[config.mk]
export PLATFORM = sky130hd
export DESIGN_NAME = serial_negate_sched
export DESIGN_NICKNAME = d
export VERILOG_FILES = /design/src/rtl/serial_negate_sched.sv
export SDC_FILE = /design/constraint.sdc
export NUM_CORES = 1
export LEC_CHECK = 0
export BUFFER_PORTS_ARGS = -buffer_cell sky130_fd_sc_hd__buf_2
export CAP_MARGIN = 20
export CORE_UTILIZATION = 52
export CTS_CLUSTER_DIAMETER = 30
export DETAILED_ROUTE_END_ITERATION = 6
export PLACE_DENSITY = 0.84
export REMOVE_ABC_BUFFERS = 1
export SLEW_MARGIN = 20
export SYNTH_ARGS = -nofsm -noshare
export SYNTH_HDL_FRONTEND = slang
export SYNTH_SLANG_ARGS = --single-unit
export TNS_END_PERCENT = 30
[constraint.sdc]
create_clock -name t_clk -period 1.7 [get_ports t_clk]
set_clock_uncertainty 0.15 [all_clocks]
set_input_delay 0.085 -clock t_clk [delete_from_list [all_inputs] [get_ports t_clk]]
set_output_delay 0.085 -clock t_clk [all_outputs]
set_load 0.02 [all_outputs]
[src/rtl/serial_negate_sched.sv]
// Shares one bit-serial two's-complement unit between two parallel requesters:
// round-robin grant, LSB-first serialization, reassembly, valid/ready return.
module serial_negate_sched #(
  parameter int unsigned WIDTH = 8
) (
  input  logic             t_clk,
  input  logic             r,
  input  logic             req0,
  input  logic [WIDTH-1:0] din0,
  input  logic             req1,
  input  logic [WIDTH-1:0] din1,
  output logic             gnt0,
  output logic             gnt1,
  output logic             ser_i,
  output logic             ser_start,
  input  logic             ser_y,
  output logic [WIDTH-1:0] dout,
  output logic             dout_id,
  output logic             dout_valid,
  input  logic             dout_ready
);

  localparam int unsigned CW = (WIDTH > 1) ? $clog2(WIDTH) : 1;
  localparam logic [CW-1:0] CNT_LAST = CW'(WIDTH - 1);

  typedef enum logic [1:0] {
    IDLE  = 2'd0,
    SHIFT = 2'd1,
    HOLD  = 2'd2
  } state_t;

  state_t           state_q, state_d;
  logic [WIDTH-1:0] sreg_q, sreg_d;
  logic [WIDTH-1:0] rsreg_q, rsreg_d;
  logic [WIDTH-1:0] dout_q, dout_d;
  logic [CW-1:0]    cnt_q, cnt_d;
  logic             id_q, id_d;
  logic             last_q, last_d;
  logic             dout_id_q, dout_id_d;
  logic             bubble_q, bubble_d;
  logic [WIDTH-1:0] rs_next;

  // Next-state, arbitration and datapath updates
  always_comb begin
    state_d   = state_q;
    sreg_d    = sreg_q;
    rsreg_d   = rsreg_q;
    dout_d    = dout_q;
    cnt_d     = cnt_q;
    id_d      = id_q;
    last_d    = last_q;
    dout_id_d = dout_id_q;
    bubble_d  = bubble_q;
    gnt0      = 1'b0;
    gnt1      = 1'b0;
    rs_next   = {ser_y, rsreg_q[WIDTH-1:1]};

    case (state_q)
      IDLE: begin
        bubble_d = 1'b0;
        // The first IDLE cycle after a handoff is a bubble with no grant
        if (!r && !bubble_q) begin
          if (req0 && (!req1 || last_q)) gnt0 = 1'b1;
          else if (req1)                 gnt1 = 1'b1;
        end
        if (gnt0 || gnt1) begin
          sreg_d  = gnt1 ? din1 : din0;
          id_d    = gnt1;
          last_d  = gnt1;
          cnt_d   = '0;
          state_d = SHIFT;
        end
      end
      SHIFT: begin
        sreg_d  = sreg_q >> 1;
        rsreg_d = rs_next;
        cnt_d   = cnt_q + CW'(1);
        if (cnt_q == CNT_LAST) begin
          dout_d    = rs_next;
          dout_id_d = id_q;
          state_d   = HOLD;
        end
      end
      HOLD: begin
        if (dout_ready) begin
          state_d  = IDLE;
          bubble_d = 1'b1;
        end
      end
      default: state_d = IDLE;
    endcase
  end

  always_ff @(posedge t_clk or posedge r) begin
    if (r) begin
      state_q   <= IDLE;
      sreg_q    <= '0;
      rsreg_q   <= '0;
      dout_q    <= '0;
      cnt_q     <= '0;
      id_q      <= 1'b0;
      last_q    <= 1'b1;
      dout_id_q <= 1'b0;
      bubble_q  <= 1'b0;
    end else begin
      state_q   <= state_d;
      sreg_q    <= sreg_d;
      rsreg_q   <= rsreg_d;
      dout_q    <= dout_d;
      cnt_q     <= cnt_d;
      id_q      <= id_d;
      last_q    <= last_d;
      dout_id_q <= dout_id_d;
      bubble_q  <= bubble_d;
    end
  end

  assign ser_i      = (state_q == SHIFT) & sreg_q[0];
  assign ser_start  = (state_q == SHIFT) & (cnt_q == '0);
  assign dout_valid = (state_q == HOLD);
  assign dout       = dout_q;
  assign dout_id    = dout_id_q;

endmodule

## Word level (Yosys, flattened, before mapping)

Cells that the tools add are included.

- Word-level logic and storage cells: 54
- Bits in registers: 33
- Input port bits: 22
- Output and inout bits: 14

- Bitwise gates (word level): 2
- Eq/ne operators: 6
- $add $sub $neg: 1
- Muxes and demuxes: 20
- Reductions and logical operators: 16

Operators with widths:

| operator | count |
|---|---|
| 8-bit two-way mux | 2 |
| 8-bit case mux with 2 select lines | 1 |
| 1-bit two-way mux | 10 |
| 2-bit AND reduction | 4 |
| 2-bit two-way mux | 3 |
| 2-bit case mux with 3 select lines | 1 |
| 3-bit case mux with 2 select lines | 1 |
| 2-bit inequality test, second input constant | 2 |
| 2-bit nonzero test | 2 |
| 3-bit by 1-bit adder with 3-bit output, second input constant | 1 |
| 3-bit equality test, second input constant | 1 |
| 1-bit logical NOT | 3 |
| 3-bit logical NOT | 1 |
| 3-bit two-way mux | 1 |
| 3-bit AND reduction | 1 |
| 1-bit AND | 2 |
| 2-bit by 1-bit equality test with 1-bit output, second input constant | 1 |
| 2-bit equality test, second input constant | 1 |
| 1-bit logical AND | 2 |
| 2-bit logical NOT | 1 |
| 1-bit logical OR | 2 |
| 2-bit by 1-bit inequality test with 1-bit output, second input constant | 1 |
| 1-bit case mux with 2 select lines | 1 |

## Longest topological paths before layout

- Depth in word-level cells: 9
- Gate-level depth with buffers: 6
- Gate-level depth less buffers: 4

## Worst setup path before layout

Ideal clock, no wire load.

- Path kind: register to output
- Start point: register state_q[1]
- End point: output port ser_start
- Slack: 0.010 ns
- Cell stages (with the launch flop): 6
- Path buffers: 2
- Arrival: 1.455 ns
- Required time: 1.465 ns
- Cell sequence: dfrtp_1 > buf_4 > inv_1 > nand2_1 > buf_6 > nor3b_1

- Word-level cells in the longest chain between the ends: 2

RTL lines:

| element | RTL line | source |
|---|---|---|
| start: declaration | 32 | `state_t state_q, state_d;` |
| start signal: assignment | 106 | `state_q <= state_d;` |
| 2-bit by 1-bit equality test with 1-bit output | 119 | `assign ser_start = (state_q == SHIFT) & (cnt_q == '0);` |
| 1-bit AND | 119 |  |
| end: declaration | 15 | `output logic ser_start,` |

No other way between the ends.

## Worst setup path after layout

- Start point: input port r
- End point: output port gnt1

- Word-level cells in the longest chain between the ends: 5

RTL lines:

| element | RTL line | source |
|---|---|---|
| start: declaration | 7 | `input logic r,` |
| 1-bit logical NOT (no line) | n/a |  |
| 1-bit logical AND | 62 | `if (!r && !bubble_q) begin` |
| 1-bit two-way mux | 62 |  |
| 1-bit two-way mux (2 in a row) | 58 | `case (state_q)` |
| end: declaration | 13 | `output logic gnt1,` |

No other way between the ends. The select of a mux whose other input is x is not followed.

==> run metrics <==
status complete, but fails checks; violated checks hold timing; Leak 1.082 nW; final wirelength 3.773 mm; Synth Area in Simple Gates 16.64%; Yosys top cell by area dfrtp_1; die height 55.92 µm; CP max stage delay 0.54 ns; Gate power share 42.6%; GRT overflow 0; design area 0.002039 mm²; VDD IR max 1091 µV; Slew headroom 73.00%; fin nets 228; DIE AREA 0.003126 mm²; EDFF count, synth 0; vias in the first global route 1,419; first-pass GRT wire length 6.389 mm; critical path startpoint category input pin; GRT Overall Usage 26.88%; Slowest-stage cell, CP dlygate4sd3_1; Num CTS Buffers 5; worst skew pair latency 0.33 ns; pre-CTS WS 0.1002 ns; R2R Setup Slk 0.08 ns; Worst Hold Class in2reg; Post-synth ARST share 100.0%; cell row count 19; Clock Power Share 16.9%; largest family of logic cells by synthesized area simple AND/OR/NAND/NOR gates; worst hold slack -0.001200 ns; FF-to-FF End sreg_q[4]$_DFFE_PP0P_; worst path required time 1.46 ns; fin crit period 1.657 ns; Top-Level Pins 36; Worst-path clk slew 0.11 ns; Yosys reg bits 32; # DRC 0; Syn Area/Cell 11.03 µm²; WS Path Type in2out; drt first-iter violations 55; Synth Instances 137; max-cap violations 0; Reg power frac 40.5%; synthesized area 0.001511 mm²; area delta synth->final 34.93%; final hold vios 1; Pre-antenna DRT Iters 4; CP dominant cell by count buf_2; Main synth FF type dfrtp_1; Crit Path Max Fanout 6; Synth warnings 0; wire per inst 16.06 µm; chip width 55.92 µm; largest net degree at the start of global routing 33; CP Launch Point r; Int Power 2.035 mW; cell depth of the worst flop-to-flop path 4; Core ar. 0.002758 mm²; CP endpoint gnt1; mux contribution to synthesized area 12.00%; DP Area 0.001735 mm²; Net Switching 1.340 mW; Cell Pwr Density 1655 mW/mm²; worst path arrival time 1.42 ns; Vias/cell 5.591; final setup fails 0; port bufs 35; root buffer cell clkbuf_4; XOR/XNOR Fraction of Synth Area 0%; antenna violations before repair 0; Setup crit end kind output pin; dpl hpwl 2.218 mm; Ant. Diodes 0; RSZ-0062 raised after global routing true; max-slew violations 0; Initial Utilization 54.81%; Netlist cell types 34; Yosys top cell area share 51.32%; Vias 1,314; antenna-violating nets left 0; GP Congestion 0.8081; complex-gate fraction of the synthesized area 11.75%; top cells by area, synth dfrtp_1 51%, nand2_1 7.7%, mux2_2 6.7%; synth cell count leaders 31 x dfrtp_1, 31 x nand2_1, 9 x mux2_2, 8 x mux2i_1, 7 x inv_1; critical path's top delay family buffers and inverters; worst hold path depth 4; Slew @ Worst Pin 0.4051 ns; Clock Tree Buf Depth 2; Core Util, Final 73.96%; adder-cell share of the synthesized area 2.483%; H-tree Lvls 2; post-synthesis sequential area ratio 53.06%; fin worst setup slack 0.04308 ns; Worst path depth 6; CP bufs+invs 4; proportion of layout cells with a drive suffix above 1 35.29%; Sw Ratio 39.70%; Clock Sinks 32; Critical R2R Launch bubble_q$_DFFE_PP0P_; fill cell count 177; CTS tree done; critical path, cell by cell dlygate4sd3_1, buf_2, nor2_4, nand4_1, inv_1, buf_2; f_max 603.5 MHz; final setup TNS 0 ns; period utilisation layout 97.47%
## worst register-to-register path: stages (launching register included)
cell and delay [ns]:
dfrtp_1 0.43, nor2_4 0.21, nand3_2 0.29, mux2i_1 0.19, a211oi_1 0.25
## per-layer routing
| metal | part of all wire, % | global-route usage, % |
|---|---|---|
| met3 | 4.2 | 5.349 |
| met2 | 50 | 43.55 |
| met4 | 4.0 | 15.68 |
| met1 | 42 | 33.59 |
| met5 | 0 | 0 |
## repair_timing
| item | in CTS | in global routing |
|---|---|---|
| gates resized for setup | 2 | 3 |
| endpoints found under the setup margin | 4 | 5 |
| hold buffers | 20 | 0 |
| pin swaps | 0 | 0 |
| buffers inserted | 2 | 0 |
| endpoints found under the hold margin | 46 | 0 |
## area by class of cell
cell class | count | area (µm²) | area share, %
clock buffers | 6 | 41.29 | 2.025
clock inverters | 2 | 35.03 | 1.718
inverters | 7 | 26.28 | 1.288
multi-input cells | 94 | 658.1 | 32.27
flip-flops and latches | 32 | 804.5 | 39.45
well taps | 31 | 38.79 | 1.902
repair buffers | 63 | 435.4 | 21.35
## cell families after synthesis
group / after synthesis
adders and majority gates: 3
AOI/OAI and AO/OA: 24
DFF: 32
buffers and inverters: 11
muxes: 17
and+or+nand+nor: 50
## worst min path at each step
stage	from	slack (ns)	endpoint
detailed placement	r	0.08	state_q[0]$_DFFE_PP0P_
CTS	req0	0.005	last_q$_DFFE_PP1P_
floorplan	dout_ready	0.02	state_q[1]$_DFFE_PP0P_
global route	req0	0.03	last_q$_DFFE_PP1P_
finish	req0	-0.001	last_q$_DFFE_PP1P_
global placement	r	0.07	id_q$_DFFE_PP0P_
## power groups by stage
stage | logic, mW | registers [mW] | clock network, mW
finish | 1.44 | 1.37 | 0.572
CTS | 1.40 | 1.34 | 0.571
floorplan | 0.806 | 1.42 | 0
detailed placement | 1.33 | 1.36 | 0
global route | 1.58 | 1.40 | 0.614
global placement | 1.26 | 1.33 | 0
## stage by stage
stage	power [mW]	cells
global route	3.597	235
floorplan	2.227	133
CTS	3.320	235
finish	3.375	235
global placement	2.592	205
detailed placement	2.692	205
## cell usage in the layout (no fill, tap or decap), types with 3 or more instances in the layout
master	n
buf_2	35
nand2_1	30
dfrtp_1	29
dlygate4sd3_1	20
mux2_2	9
mux2i_1	8
buf_4	8
inv_1	7
o21ai_0	6
clkbuf_4	5
o211ai_1	4
nor2_4	3
nor2b_1	3
o22ai_1	3
ha_1	3
## state kept, by name, indices dropped and copies added, names as in the netlist
signal	cells
bubble_q	1
cnt_q	3
dout	8
dout_id	1
id_q	1
last_q	1
rsreg_q	7
sreg_q	8
state_q	2
No activity file was read; power rests on OpenSTA's default activity.
